File: src/rtl/idiv_iter_pkg.sv
// Shared backend types for the iterative integer divider: operation encodings,
// FSM state encoding and small op-decoding helpers.
package idiv_iter_pkg;

  typedef enum logic [1:0] {
    DIV_DIV  = 2'd0,
    DIV_DIVU = 2'd1,
    DIV_REM  = 2'd2,
    DIV_REMU = 2'd3
  } div_op_t;

  typedef enum logic [1:0] {
    ST_IDLE = 2'd0,
    ST_CALC = 2'd1,
    ST_DONE = 2'd2
  } div_state_t;

  function automatic logic op_is_signed(div_op_t op);
    return (op == DIV_DIV) || (op == DIV_REM);
  endfunction

  function automatic logic op_is_rem(div_op_t op);
    return (op == DIV_REM) || (op == DIV_REMU);
  endfunction

endpackage

File: src/rtl/idiv_iter_if.sv
// Request/result bus of the iterative divider. Both channels use valid/ready:
// a transfer happens on a rising clock edge where valid and ready are both 1.
interface idiv_iter_if
  import idiv_iter_pkg::*;
#(
  parameter int XLEN  = 32,
  parameter int TAG_W = 6
) ();

  logic             in_valid;
  logic             in_ready;
  div_op_t          in_op;
  logic [XLEN-1:0]  in1;
  logic [XLEN-1:0]  in2;
  logic [TAG_W-1:0] in_tag;
  logic             out_valid;
  logic             out_ready;
  logic [XLEN-1:0]  out_data;
  logic [TAG_W-1:0] out_tag;

  modport master (
    output in_valid, in_op, in1, in2, in_tag, out_ready,
    input  in_ready, out_valid, out_data, out_tag
  );

  modport slave (
    input  in_valid, in_op, in1, in2, in_tag, out_ready,
    output in_ready, out_valid, out_data, out_tag
  );

endinterface

File: src/rtl/idiv_iter_div_step.sv
// One restoring radix-2 division step on unsigned magnitudes: shift the next
// dividend bit into the partial remainder, subtract the divisor if it fits.
module idiv_iter_div_step #(
  parameter int XLEN = 32
) (
  input  logic [XLEN-1:0] rem_in,
  input  logic [XLEN-1:0] quo_in,
  input  logic [XLEN-1:0] divisor,
  output logic [XLEN-1:0] rem_out,
  output logic [XLEN-1:0] quo_out
);

  logic [XLEN:0] rem_sh;
  logic [XLEN:0] diff;
  logic          q_bit;

  assign rem_sh = {rem_in, quo_in[XLEN-1]};
  assign diff   = rem_sh - {1'b0, divisor};
  // A set top bit means the shifted remainder exceeds any XLEN-bit divisor;
  // this keeps divide-by-zero producing all-ones and remainder = dividend.
  assign q_bit   = rem_sh[XLEN] | ~diff[XLEN];
  assign rem_out = q_bit ? diff[XLEN-1:0] : rem_sh[XLEN-1:0];
  assign quo_out = {quo_in[XLEN-2:0], q_bit};

endmodule

File: src/rtl/idiv_iter.sv
// Iterative restoring divider (DIV/DIVU/REM/REMU), one quotient bit per cycle.
// Optional macro DIV_FASTPATH_EN: divide-by-zero and signed overflow skip CALC.
module idiv_iter
  import idiv_iter_pkg::*;
#(
  parameter int XLEN  = 32,
  parameter int TAG_W = 6
) (
  input  logic       clock,
  input  logic       reset,
  input  logic       flush,
  idiv_iter_if.slave bus,
  output logic       busy,
  output div_state_t dbg_state
);

  localparam int CNT_W = $clog2(XLEN);
  localparam logic [CNT_W-1:0] CNT_LOAD = CNT_W'(XLEN - 1);

  div_state_t       state_q, state_d;
  logic [CNT_W-1:0] cnt_q;
  div_op_t          op_q;
  logic [TAG_W-1:0] tag_q;
  logic             neg_a_q, neg_b_q, zero_q;
  logic [XLEN-1:0]  rem_q, quo_q, dvsr_q, res_q;
  logic [XLEN-1:0]  rem_nx, quo_nx, quo_fix, rem_fix, calc_res;
  logic             in_signed, in_zero, accept, last_step, fast;
  logic [XLEN-1:0]  fast_res;

  assign in_signed    = op_is_signed(bus.in_op);
  assign in_zero      = (bus.in2 == '0);
  assign bus.in_ready = reset && !flush && (state_q == ST_IDLE);
  assign accept       = bus.in_valid && bus.in_ready;
  assign last_step    = (state_q == ST_CALC) && (cnt_q == '0);

`ifdef DIV_FASTPATH_EN
  logic in_ovf;
  assign in_ovf = in_signed && (bus.in1 == {1'b1, {(XLEN-1){1'b0}}}) && (bus.in2 == '1);
  assign fast   = in_zero || in_ovf;
  always_comb begin
    fast_res = '0;
    if (in_zero)     fast_res = op_is_rem(bus.in_op) ? bus.in1 : '1;
    else if (in_ovf) fast_res = op_is_rem(bus.in_op) ? '0 : {1'b1, {(XLEN-1){1'b0}}};
  end
`else
  assign fast     = 1'b0;
  assign fast_res = '0;
`endif

  idiv_iter_div_step #(.XLEN(XLEN)) div_step (
    .rem_in  (rem_q),
    .quo_in  (quo_q),
    .divisor (dvsr_q),
    .rem_out (rem_nx),
    .quo_out (quo_nx)
  );

  // Sign restore on the final step; a zero divisor keeps the all-ones quotient.
  assign quo_fix  = ((neg_a_q ^ neg_b_q) && !zero_q) ? -quo_nx : quo_nx;
  assign rem_fix  = neg_a_q ? -rem_nx : rem_nx;
  assign calc_res = op_is_rem(op_q) ? rem_fix : quo_fix;

  always_ff @(posedge clock) begin
    if (!reset) state_q <= ST_IDLE;
    else        state_q <= state_d;
  end

  always_comb begin
    state_d = state_q;
    case (state_q)
      ST_IDLE: if (accept) state_d = fast ? ST_DONE : ST_CALC;
      ST_CALC: if (last_step) state_d = ST_DONE;
      ST_DONE: if (bus.out_ready) state_d = ST_IDLE;
      default: state_d = ST_IDLE;
    endcase
    if (flush) state_d = ST_IDLE;
  end

  always_ff @(posedge clock) begin
    if (!reset) begin
      cnt_q   <= '0;
      op_q    <= DIV_DIV;
      tag_q   <= '0;
      neg_a_q <= 1'b0;
      neg_b_q <= 1'b0;
      zero_q  <= 1'b0;
      rem_q   <= '0;
      quo_q   <= '0;
      dvsr_q  <= '0;
      res_q   <= '0;
    end else if (accept) begin
      op_q    <= bus.in_op;
      tag_q   <= bus.in_tag;
      neg_a_q <= in_signed && bus.in1[XLEN-1];
      neg_b_q <= in_signed && bus.in2[XLEN-1];
      zero_q  <= in_zero;
      cnt_q   <= CNT_LOAD;
      rem_q   <= '0;
      quo_q   <= (in_signed && bus.in1[XLEN-1]) ? -bus.in1 : bus.in1;
      dvsr_q  <= (in_signed && bus.in2[XLEN-1]) ? -bus.in2 : bus.in2;
      if (fast) res_q <= fast_res;
    end else if (state_q == ST_CALC) begin
      rem_q <= rem_nx;
      quo_q <= quo_nx;
      if (last_step) res_q <= calc_res;
      else           cnt_q <= cnt_q - CNT_W'(1);
    end
  end

  assign bus.out_valid = (state_q == ST_DONE);
  assign bus.out_data  = bus.out_valid ? res_q : '0;
  assign bus.out_tag   = tag_q;
  assign busy          = (state_q != ST_IDLE);
  assign dbg_state     = state_q;

endmodule
File: src/flat_wrapper.sv
// flat-port wrapper written by rule: the top's interface ports become plain ports
module idiv_iter_flat import idiv_iter_pkg::*;
#(
  parameter int XLEN  = 32,
  parameter int TAG_W = 6
)
  (clock, reset, flush, busy, dbg_state, bus_in_valid, bus_in_op, bus_in1, bus_in2, bus_in_tag, bus_out_ready, bus_in_ready, bus_out_valid, bus_out_data, bus_out_tag);
  idiv_iter_if #(.XLEN(XLEN), .TAG_W(TAG_W)) bus_i ();
  input  logic clock;
  input  logic reset;
  input  logic flush;
  output logic busy;
  output div_state_t dbg_state;
  input wire logic [$bits(bus_i.in_valid)-1:0] bus_in_valid;
  input wire logic [$bits(bus_i.in_op)-1:0] bus_in_op;
  input wire logic [$bits(bus_i.in1)-1:0] bus_in1;
  input wire logic [$bits(bus_i.in2)-1:0] bus_in2;
  input wire logic [$bits(bus_i.in_tag)-1:0] bus_in_tag;
  input wire logic [$bits(bus_i.out_ready)-1:0] bus_out_ready;
  output wire logic [$bits(bus_i.in_ready)-1:0] bus_in_ready;
  output wire logic [$bits(bus_i.out_valid)-1:0] bus_out_valid;
  output wire logic [$bits(bus_i.out_data)-1:0] bus_out_data;
  output wire logic [$bits(bus_i.out_tag)-1:0] bus_out_tag;
  assign bus_i.in_valid = bus_in_valid;
  assign bus_i.in_op = bus_in_op;
  assign bus_i.in1 = bus_in1;
  assign bus_i.in2 = bus_in2;
  assign bus_i.in_tag = bus_in_tag;
  assign bus_i.out_ready = bus_out_ready;
  assign bus_in_ready = bus_i.in_ready;
  assign bus_out_valid = bus_i.out_valid;
  assign bus_out_data = bus_i.out_data;
  assign bus_out_tag = bus_i.out_tag;
  idiv_iter #(.XLEN(XLEN), .TAG_W(TAG_W)) u_core (.clock(clock), .reset(reset), .flush(flush), .bus(bus_i), .busy(busy), .dbg_state(dbg_state));
endmodule
File: config.mk
export PLATFORM = sky130hd
export DESIGN_NAME = idiv_iter_flat
export DESIGN_NICKNAME = d
export VERILOG_FILES = /design/src/rtl/idiv_iter_pkg.sv /design/src/rtl/idiv_iter_if.sv /design/src/rtl/idiv_iter_div_step.sv /design/src/rtl/idiv_iter.sv /design/src/flat_wrapper.sv
export SDC_FILE = /design/constraint.sdc
export NUM_CORES = 1
export LEC_CHECK = 0
export CAP_MARGIN = 5
export CORE_MARGIN = 3
export CORE_UTILIZATION = 50
export CTS_CLUSTER_SIZE = 24
export DETAILED_ROUTE_END_ITERATION = 8
export DONT_BUFFER_PORTS = 1
export GPL_ROUTABILITY_DRIVEN = 0
export GPL_TIMING_DRIVEN = 0
export PLACE_DENSITY = 0.7
export RECOVER_POWER = 100
export SYNTH_ARGS = -nofsm -noshare
export SYNTH_HDL_FRONTEND = slang
export SYNTH_SLANG_ARGS = --single-unit
export TNS_END_PERCENT = 100
File: constraint.sdc
create_clock -name clock -period 5.2 [get_ports clock]
set_input_delay 0.78 -clock clock [delete_from_list [all_inputs] [get_ports clock]]
set_output_delay 0.78 -clock clock [all_outputs]
set_load 0.01 [all_outputs]
; ---- Yosys cells after proc, flatten, opt, wreduce, memory -nomap -nowiden
; Cells that the tools add are included.
[op_classes]
n_addsub = 6
n_eq_ne = 9
mux = 16
bitwise = 5
n_reduce_logical = 22
[op_table]
columns = op, count
row1 = $mux W32, 9
row2 = $neg A32 Y32, 4
row3 = $sub A33 B32 Y33, 1
row4 = $logic_not A32 Y1, 1
row5 = $mux W5, 3
row6 = $eq A2 B2 Y1 const B, 4
row7 = $logic_and A1 B1 Y1, 7
row8 = $mux W2, 3
row9 = $ne A2 B1 Y1 const B, 3
row10 = $pmux W2 S3, 1
row11 = $reduce_and A3 Y1, 2
row12 = $logic_not A5 Y1, 1
row13 = $sub A5 B1 Y5 const B, 1
row14 = $logic_not A2 Y1, 2
row15 = $reduce_bool A2 Y1, 2
row16 = $reduce_or A2 Y1, 2
row17 = $not A1 Y1, 3
row18 = $eq A2 B1 Y1 const B, 1
row19 = $logic_not A1 Y1, 2
row20 = $logic_or A1 B1 Y1, 2
row21 = $ne A2 B2 Y1 const B, 1
row22 = $reduce_and A2 Y1, 1
row23 = $or A1 B1 Y1, 1
row24 = $xor A1 B1 Y1, 1
[totals]
ff_bits = 146
output_inout_bits = 43
wordCells = 69

; ---- Longest topological paths before layout
; Gate-level depths: netlist (run 1).
[logic_depth]
word_depth = 7
mapped_depth = 22

; ---- By module
; From an unflattened synthesis (run 1), not the netlist that was laid out.
[hier_totals]
hier_cells = 1508
area_unflattened_um2 = 11130.7
[by_module_without_submodules]
columns = mod, n_inst, cells_each, area_each_um2, seq_area_each_um2
row1 = idiv_iter, 1, 1142, 8779.7, 2902.8
row2 = idiv_iter_div_step, 1, 366, 2351.0, 0.0

; ---- Least setup slack after synthesis (run 1)
; No wires, ideal clock.
[synth_timing]
path_kind = register to register
start = reg u_core.quo_q[31]
end = reg u_core.res_q[30]
arrival_ps = 4632
required_ps = 5074
path_slack_ps = 441
stages_incl_launch_ff = 23
cell_sequence = dfxtp_1 > inv_1 > ha_1 > fa_1 > and2b_1 > o221a_4 > o21a_1 > o211ai_2 > nand2_4 > clkbuf_1 > clkbuf_1 > nand2_1 > o21ai_0 > ha_1 > nor2b_1 > nand2_1 > or4_1 > o41ai_2 > and3_1 > o2111ai_2 > o31ai_2 > xor2_1 > a21oi_1
[synth_via]
elab_chain_len = 7
word_cells_on_any_way = 9
cone_classes = add/sub: 3 / mux: 4 / bitwise: 2
[synth_rtl]
columns = item, line
row1 = "start, declared", idiv_iter.sv:25  ; logic [XLEN-1:0] rem_q, quo_q, dvsr_q, res_q;
row2 = "start signal, assigned", idiv_iter.sv:99  ; quo_q <= (in_signed && bus.in1[XLEN-1]) ? -bus.in1 : bus.in1;
row3 = "start signal, assigned", idiv_iter.sv:104  ; quo_q <= quo_nx;
row4 = $sub A33 B32 Y33, idiv_iter_div_step.sv:18  ; assign diff = rem_sh - {1'b0, divisor};
row5 = $not A1 Y1, idiv_iter_div_step.sv:21  ; assign q_bit = rem_sh[XLEN] | ~diff[XLEN];
row6 = $or A1 B1 Y1, idiv_iter_div_step.sv:21
row7 = $mux W32, idiv_iter_div_step.sv:22  ; assign rem_out = q_bit ? diff[XLEN-1:0] : rem_sh[XLEN-1:0];
row8 = $neg A32 Y32, idiv_iter.sv:60  ; assign rem_fix = neg_a_q ? -rem_nx : rem_nx;
row9 = $mux W32, idiv_iter.sv:60
row10 = $mux W32 (*), idiv_iter.sv:61  ; assign calc_res = op_is_rem(op_q) ? rem_fix : quo_fix;
row11 = "end signal, assigned", idiv_iter.sv:101  ; if (fast) res_q <= fast_res;
row12 = "end signal, assigned", idiv_iter.sv:105  ; if (last_step) res_q <= calc_res;
row13 = "end, declared", idiv_iter.sv:25
; Mark *: on every way between the ends. The rest lies on a longest branch, timed or not.
; A chain may end at the register's enable or synchronous reset.

; ---- Worst setup path in the final report (run 1)
; Ends and elaborated chain as after synthesis.

==> results.sh, run 1 <==
export IMPL_yosys_top_cells_area="dfxtp_1 (25%), nor2_1 (6.8%), nand2_1 (5.8%), xnor2_1 (4.7%), a211oi_1 (4.7%)"
export IMPL_ant_nets=0
export IMPL_fin_util_pct=55.3
export IMPL_tritoncts="yes"
export IMPL_synth_cell_types=108
export IMPL_place_ws_ns=-0.784
export IMPL_ys_seq_elements=145
export IMPL_rows=55
export IMPL_clock_fmax_mhz=201
export IMPL_period_share_pct=95.7
export IMPL_yosysWarnings=0
export IMPL_cp_top_family="simple AND/OR/NAND/NOR gates"
export IMPL_ctsRootBufferMaster="clkbuf_16"
export IMPL_drv_slew=0
export IMPL_critPathSlowestCell="or4_1"
export IMPL_wl_met2_um=17600
export IMPL_fin_ws_ns=0.224
export IMPL_finalSetupViolCount=0
export IMPL_crit_path_frequent_cell="nand2_1"
export IMPL_path_clk_slew_ns=0.07
export IMPL_ios=120
export IMPL_crit_fanout=19
export IMPL_critPathCaptureType="flop"
export IMPL_vias_per_cell=6.38
export IMPL_first_global_vias=11700
export IMPL_post_layout_nonfiller_instances=1934
export IMPL_grt_first_pass_wirelength_um=62800
export IMPL_hold_depth=2
export IMPL_grt_overflow=0
export IMPL_start_kind="flop"
export IMPL_r2r_cells=21
export IMPL_rr_startpoint="u_core.quo_q[31]$_SDFFE_PN0P_"
export IMPL_cts_sinks=145
export IMPL_status="complete, no violations"
export IMPL_power_density_mw_per_mm2=308
export IMPL_synthesis_instances=1589
export IMPL_synthToLayoutAreaGrowth_pct=7.89
export IMPL_synth_nets=1705
export IMPL_multiInputGateArea_mm2=0.00802
export IMPL_initialDrtViolationCount=1246
export IMPL_antenna_found_initial=0
export IMPL_power_mw=3.87
export IMPL_io_buffers=0
export IMPL_max_slew_margin_pct=34.8
export IMPL_rrSetupSlack_ns=0.22
export IMPL_fillers=2215
export IMPL_synth_edf_count=0
export IMPL_hold_viol=0
export IMPL_wirelength_um=40000
export IMPL_netlist_area_mm2=0.0117
export IMPL_cts_buffers=17
export IMPL_dieArea_mm2=0.0252
export IMPL_rr_endpoint="u_core.res_q[30]$_SDFFE_PN0P_"
export IMPL_fin_crit_ns=4.98
export IMPL_hpwlAfterDp_um=31400
export IMPL_synth_ff_type="dfxtp_1"
export IMPL_yosysSeqAreaShare_pct=24.9
export IMPL_grt_max_degree=20
export IMPL_worstHoldStart="u_core.res_q[21]$_SDFFE_PN0P_"
export IMPL_cts_path_max_buffers=2
export IMPL_drive_gt1_share_pct=5.98
export IMPL_hp_class="reg -> reg"
export IMPL_avgSynthCellArea_um2=7.34
export IMPL_insertion_delay_ns=0.44
export IMPL_path_cells="inv_1, ha_1, fa_1, and2b_1, o221a_4, o21a_1, o211ai_2, nand2_4, buf_6, nand2_1, o21ai_2, ha_2, nor2b_2, nand2_1, or4_1, o41ai_2, and3_1, o2111ai_2, o31ai_2, xor2_1, a21oi_1"
export IMPL_rsz0062_at_grt="false"
export IMPL_worstPathRequired_ns=5.51
export IMPL_grt_util_all_layers_pct=30.6
export IMPL_dr_wl_met3_um=4070
export IMPL_static_leakage_power_nw=4.46
export IMPL_cap_violations=0
export IMPL_critical_path_buf_inv_count=2
export IMPL_tightest_slew_ns=0.954
export IMPL_crit_type="reg -> reg"
export IMPL_arrival_ns=5.28
export IMPL_cts_hold_fix_buffers=0
export IMPL_routedWlPerCell_um=20.7
export IMPL_drc=0
export IMPL_firstDrtPassIters=6
export IMPL_regArea_mm2=0.00290
export IMPL_async_flop_share_pct=0
export IMPL_synth_top_area_share_pct=24.9
export IMPL_final_nets=1724
export IMPL_skew_ns=0.00921
export IMPL_die_h_um=159
export IMPL_synth_area_leader_cell="dfxtp_1"
export IMPL_highest_layer="met4"
export IMPL_n_antenna_cell=0
export IMPL_drt_met1_wl_um=17100
export IMPL_dp_cells=1902
export IMPL_core_area_mm2=0.0228
export IMPL_fp_dieW_um=159
export IMPL_cpPeakStageDelay_ns=0.42
export IMPL_start_util_pct=51.2
export IMPL_max_vdd_ir_drop_mv=0.207
export IMPL_min_to="u_core.res_q[21]$_SDFFE_PN0P_"
export IMPL_num_vias=12300
export IMPL_htreeDepth=4
-- worst min-delay path: stages, from the launching register on --
cell and delay [ns]:
dfxtp_1 0.31, nand2_1 0.05, a21oi_1 0.05
-- stage by stage --
| step | TNS, ns | instance area (um^2) | hold WS (ns) |
|---|---|---|---|
| 6_report | 0 | 12600 | 0.461 |
| 5_1_grt | 0 | 12600 | 0.481 |
| 4_1_cts | 0 | 12600 | 0.455 |
| 3_5_place_dp | -5.32 | 12100 | 0.448 |
| 3_3_place_gp | -5.18 | 12100 | 0.437 |
| 2_1_floorplan | 0 | 11700 | 0.427 |
-- routing by layer --
| layer | up-vias | global-route usage [%] |
|---|---|---|
| met5 | - | 0 |
| met4 | 0 | 10.6 |
| met3 | 103 | 6.16 |
| met2 | 700 | 48.3 |
| met1 | 5752 | 41.8 |
| li1 | 5780 | - |
-- state kept, by name, summed over array words and instances (netlist names) --
signal	cells
u_core.cnt_q	5
u_core.neg_b_q	1
u_core.dbg_state	2
u_core.quo_q	32
u_core.op_q	1
u_core.neg_a_q	1
u_core.bus.out_tag	6
u_core.rem_q	32
u_core.dvsr_q	32
u_core.res_q	32
u_core.zero_q	1
-- kinds of logic after synthesis --
group	synth area share [%]
AOI/OAI and AO/OA	28.0
xor gates and xnor gates	9.01
buffers and inverters	6.02
and+or+nand+nor	26.8
adders and majority gates	4.25
muxes	1.04
DFF	24.9
-- placed cells by master, fill, tap and decap left out, types with 6 or more instances in the layout --
| cell | netlist | final |
|---|---|---|
| a211oi_1 | 73 | 74 |
| a21boi_0 | 7 | 7 |
| a21o_1 | 13 | 13 |
| a21oi_1 | 109 | 109 |
| a311oi_1 | 31 | 31 |
| a31oi_1 | 17 | 17 |
| and2_0 | 0 | 34 |
| and2_1 | 40 | 6 |
| and3_1 | 8 | 8 |
| clkbuf_1 | 80 | 86 |
| clkbuf_16 | 0 | 17 |
| dfxtp_1 | 145 | 145 |
| ha_1 | 38 | 37 |
| inv_1 | 49 | 49 |
| mux2i_1 | 11 | 11 |
| nand2_1 | 181 | 181 |
| nand2b_1 | 14 | 14 |
| nand3_1 | 29 | 29 |
| nand4_1 | 15 | 15 |
| nor2_1 | 210 | 210 |
| nor2b_1 | 9 | 8 |
| nor3_1 | 53 | 53 |
| nor4_1 | 17 | 18 |
| o211ai_1 | 13 | 13 |
| o21a_1 | 15 | 15 |
| o21ai_0 | 74 | 73 |
| o22ai_1 | 6 | 6 |
| o31ai_1 | 21 | 22 |
| o41ai_1 | 8 | 8 |
| or3_1 | 25 | 25 |
| or4_1 | 14 | 14 |
| xnor2_1 | 63 | 63 |
| xor2_1 | 57 | 57 |
-- where the power goes --
part / internal [mW] / switching (mW)
Sequential: 1.15 / 0.0471
Combinational: 0.500 / 0.927
Clock: 0.713 / 0.531
-- cell usage after synthesis (15+ instances only) --
library cell,number
ha_1,38
a211oi_1,73
or3_1,25
dfxtp_1,145
xnor2_1,63
inv_1,49
nor2_1,210
and2_1,40
nand4_1,15
xor2_1,57
a311oi_1,31
o31ai_1,21
a21oi_1,109
a31oi_1,17
nand3_1,29
nor3_1,53
o21a_1,15
nor4_1,17
o21ai_0,74
clkbuf_1,80
nand2_1,181
-- cell type report --
| cell class | instances | area share, % |
|---|---|---|
| Multi-Input combinational cell | 1287 | 63.7 |
| Sequential cell | 145 | 23.1 |
| Buffer | 103 | 3.79 |
| Clock buffer | 18 | 3.41 |
| Tap cell | 313 | 3.11 |
| Inverter | 52 | 1.55 |
| Clock inverter | 14 | 1.22 |
| Timing Repair Buffer | 2 | 0.119 |
-- worst max path at each step --
stage / start / to / slack (ns) / cells after the start
after floorplan: u_core.quo_q[31]$_SDFFE_PN0P_ / u_core.res_q[30]$_SDFFE_PN0P_ / 0.44 / 22
after global placement: u_core.quo_q[31]$_SDFFE_PN0P_ / u_core.res_q[30]$_SDFFE_PN0P_ / -0.79 / 22
after detailed placement: u_core.quo_q[31]$_SDFFE_PN0P_ / u_core.res_q[30]$_SDFFE_PN0P_ / -0.78 / 22
after CTS: u_core.quo_q[31]$_SDFFE_PN0P_ / u_core.res_q[30]$_SDFFE_PN0P_ / 0.01 / 21
after global routing: u_core.quo_q[31]$_SDFFE_PN0P_ / u_core.res_q[30]$_SDFFE_PN0P_ / 0.03 / 21
final: u_core.quo_q[31]$_SDFFE_PN0P_ / u_core.res_q[30]$_SDFFE_PN0P_ / 0.22 / 21
-- timing repair --
item | 4_1_cts | 5_1_grt
resized for setup | 5 | 5
setup endpoints to repair | 13 | 6
setup buffers | 0 | 2
pin swaps | 0 | 1
Power figures use the tool's default switching activity.
==> inputs of run 2 (changes only) <==
--- a/config.mk
+++ b/config.mk
@@ -5,6 +5,7 @@
 export SDC_FILE = /design/constraint.sdc
 export NUM_CORES = 1
 export LEC_CHECK = 0
+export ABC_CLOCK_PERIOD_IN_PS = 5200
 export CAP_MARGIN = 5
 export CORE_MARGIN = 3
 export CORE_UTILIZATION = 50
==> results of run 2 <==
The final DEF is identical to that of run 1; final timing and power are the same.
==> inputs of run 3 (changes only) <==
--- a/config.mk
+++ b/config.mk
@@ -16,6 +16,7 @@
 export GPL_TIMING_DRIVEN = 0
 export PLACE_DENSITY = 0.7
 export RECOVER_POWER = 100
+export SETUP_SLACK_MARGIN = 0.5
 export SYNTH_ARGS = -nofsm -noshare
 export SYNTH_HDL_FRONTEND = slang
 export SYNTH_SLANG_ARGS = --single-unit
==> results.sh, run 3 (synthesized netlist as in run 1, its figures left out) <==
export IMPL_n_antenna_cell=0
export IMPL_ios=120
export IMPL_first_global_vias=11700
export IMPL_dieArea_mm2=0.0252
export IMPL_critPathSlowestCell="o41ai_2"
export IMPL_critPathCapture="u_core.res_q[30]$_SDFFE_PN0P_"
export IMPL_grt_first_pass_wirelength_um=63500
export IMPL_skew_ns=0.0117
export IMPL_rrSetupSlack_ns=0.42
export IMPL_routedWlPerCell_um=20.8
export IMPL_firstDrtPassIters=5
export IMPL_drc=0
export IMPL_core_area_mm2=0.0228
export IMPL_tightest_slew_ns=1.01
export IMPL_path_clk_slew_ns=0.07
export IMPL_path_cells="ha_4, fa_2, and2b_1, o221a_1, o21a_4, o211ai_1, nand2_4, clkbuf_16, clkbuf_16, o21ai_4, ha_4, buf_4, nand4_1, o41ai_2, and3_4, o2111ai_4, o31ai_4, xor2_1, a21oi_1"
export IMPL_status="complete, no violations"
export IMPL_cap_violations=0
export IMPL_cts_path_max_buffers=2
export IMPL_mostFrequentLayoutCell="nor2_1"
export IMPL_hold_viol=0
export IMPL_hold_worst_slack_ns=0.450
export IMPL_hp_class="reg -> reg"
export IMPL_start_util_pct=51.2
export IMPL_final_nets=1736
export IMPL_ant_nets=0
export IMPL_grt_max_degree=17
export IMPL_fp_dieW_um=159
export IMPL_cts_buffers=17
export IMPL_insertion_delay_ns=0.44
export IMPL_r2r_cells=19
export IMPL_cpPeakStageDelay_ns=0.51
export IMPL_crit_path_start="u_core.dvsr_q[0]$_SDFFE_PN0P_"
export IMPL_synthToLayoutAreaGrowth_pct=9.93
export IMPL_drive_gt1_share_pct=7.72
export IMPL_rr_endpoint="u_core.res_q[30]$_SDFFE_PN0P_"
export IMPL_layout_common_cells="nor2_1 (208), nand2_1 (181), dfxtp_1 (141), a21oi_1 (107), clkbuf_1 (85)"
export IMPL_drv_slew=0
export IMPL_tritoncts="yes"
export IMPL_io_buffers=0
export IMPL_worstPathRequired_ns=5.52
export IMPL_clock_fmax_mhz=209
export IMPL_max_slew_margin_pct=30.6
export IMPL_grt_util_all_layers_pct=30.9
export IMPL_htreeDepth=4
export IMPL_grt_overflow=0
export IMPL_critPathCaptureType="flop"
export IMPL_rows=55
export IMPL_static_leakage_power_nw=4.54
export IMPL_start_kind="flop"
export IMPL_fin_ws_ns=0.416
export IMPL_fin_crit_ns=4.78
export IMPL_cts_sinks=145
export IMPL_die_h_um=159
export IMPL_wirelength_um=40600
export IMPL_period_share_pct=92.0
export IMPL_arrival_ns=5.10
export IMPL_rsz0062_at_grt="false"
export IMPL_antenna_found_initial=0
export IMPL_ctsRootBufferMaster="clkbuf_16"
export IMPL_max_vdd_ir_drop_mv=0.214
export IMPL_rr_startpoint="u_core.dvsr_q[0]$_SDFFE_PN0P_"
export IMPL_hpwlAfterDp_um=31600
export IMPL_power_density_mw_per_mm2=309
export IMPL_vias_per_cell=6.34
export IMPL_num_vias=12300
export IMPL_initialDrtViolationCount=1292
export IMPL_crit_fanout=10
export IMPL_finalSetupViolCount=0
export IMPL_place_ws_ns=-0.622
export IMPL_crit_type="reg -> reg"
==> run 3: cell count changes in the layout (fill, tap and decap cells not counted), sizes merged <==
cell and delta:
buf +8, bufinv -1, clkbuf +6, clkinv -3, inv +2
==> run 3: cell type report <==
class | count | area, um^2
Fill cell | 2164 | 9950
Buffer | 105 | 531
Inverter | 52 | 195
Sequential cell | 145 | 2910
Multi-Input combinational cell | 1287 | 8150
Clock inverter | 12 | 123
Tap cell | 313 | 392
Clock buffer | 20 | 447
Timing Repair Buffer | 12 | 82.6
==> run 3: layer usage <==
layer  up-vias  track usage [%]  share of wire, %
li1       5804                -                 -
met1      5781             41.1                43
met2       633             49.0                44
met3       113             7.41               9.9
met4         0             10.6               3.4
met5         -                0                 0
==> run 3: through the flow <==
step / utilization, % / TNS (ns) / power (mW) / instances / instance area (um^2)
after floorplan: - / 0 / 2.25 / 1589 / 11700
after global routing: 56.3 / 0 / 4.12 / 1946 / 12800
after CTS: 56.1 / 0 / 3.88 / 1940 / 12800
after global placement: 52.9 / -2.91 / 2.60 / 1902 / 12100
after detailed placement: 52.9 / -3.29 / 2.61 / 1902 / 12100
final: 56.3 / 0 / 3.96 / 1946 / 12800
==> run 3: report_power, final <==
part | internal [mW] | switching (mW)
Clock | 0.682 | 0.540
Combinational | 0.561 | 0.973
Sequential | 1.15 | 0.0480
Total | 2.40 | 1.56
==> run 3: how the worst min path moves through the flow <==
| stage | start | endpoint | cells after the start |
|---|---|---|---|
| after floorplan | u_core.res_q[21]$_SDFFE_PN0P_ | u_core.res_q[21]$_SDFFE_PN0P_ | 2 |
| after global placement | u_core.res_q[21]$_SDFFE_PN0P_ | u_core.res_q[21]$_SDFFE_PN0P_ | 2 |
| after detailed placement | u_core.res_q[21]$_SDFFE_PN0P_ | u_core.res_q[21]$_SDFFE_PN0P_ | 2 |
| after CTS | u_core.res_q[21]$_SDFFE_PN0P_ | u_core.res_q[21]$_SDFFE_PN0P_ | 2 |
| after global routing | bus_in_tag[3] | u_core.bus.out_tag[3]$_SDFFE_PN0P_ | 2 |
| final | u_core.res_q[21]$_SDFFE_PN0P_ | u_core.res_q[21]$_SDFFE_PN0P_ | 2 |
==> run 3: timing repair <==
action | 4_1_cts | 5_1_grt
hold buffers | 0 | 0
buffers inserted | 6 | 6
resized for setup | 24 | 27
pin swaps | 6 | 11
setup endpoints to repair | 13 | 10
gates cloned | 0 | 0
==> run 3: worst max-delay path: cells and delay by family (launching register included) <==
family | cells | cell delay (ns)
compound gates | 8 | 2.22
simple gates | 4 | 0.79
xor+xnor | 1 | 0.17
fa+ha+maj | 3 | 0.57
buf+inv | 3 | 0.51
flops | 1 | 0.38
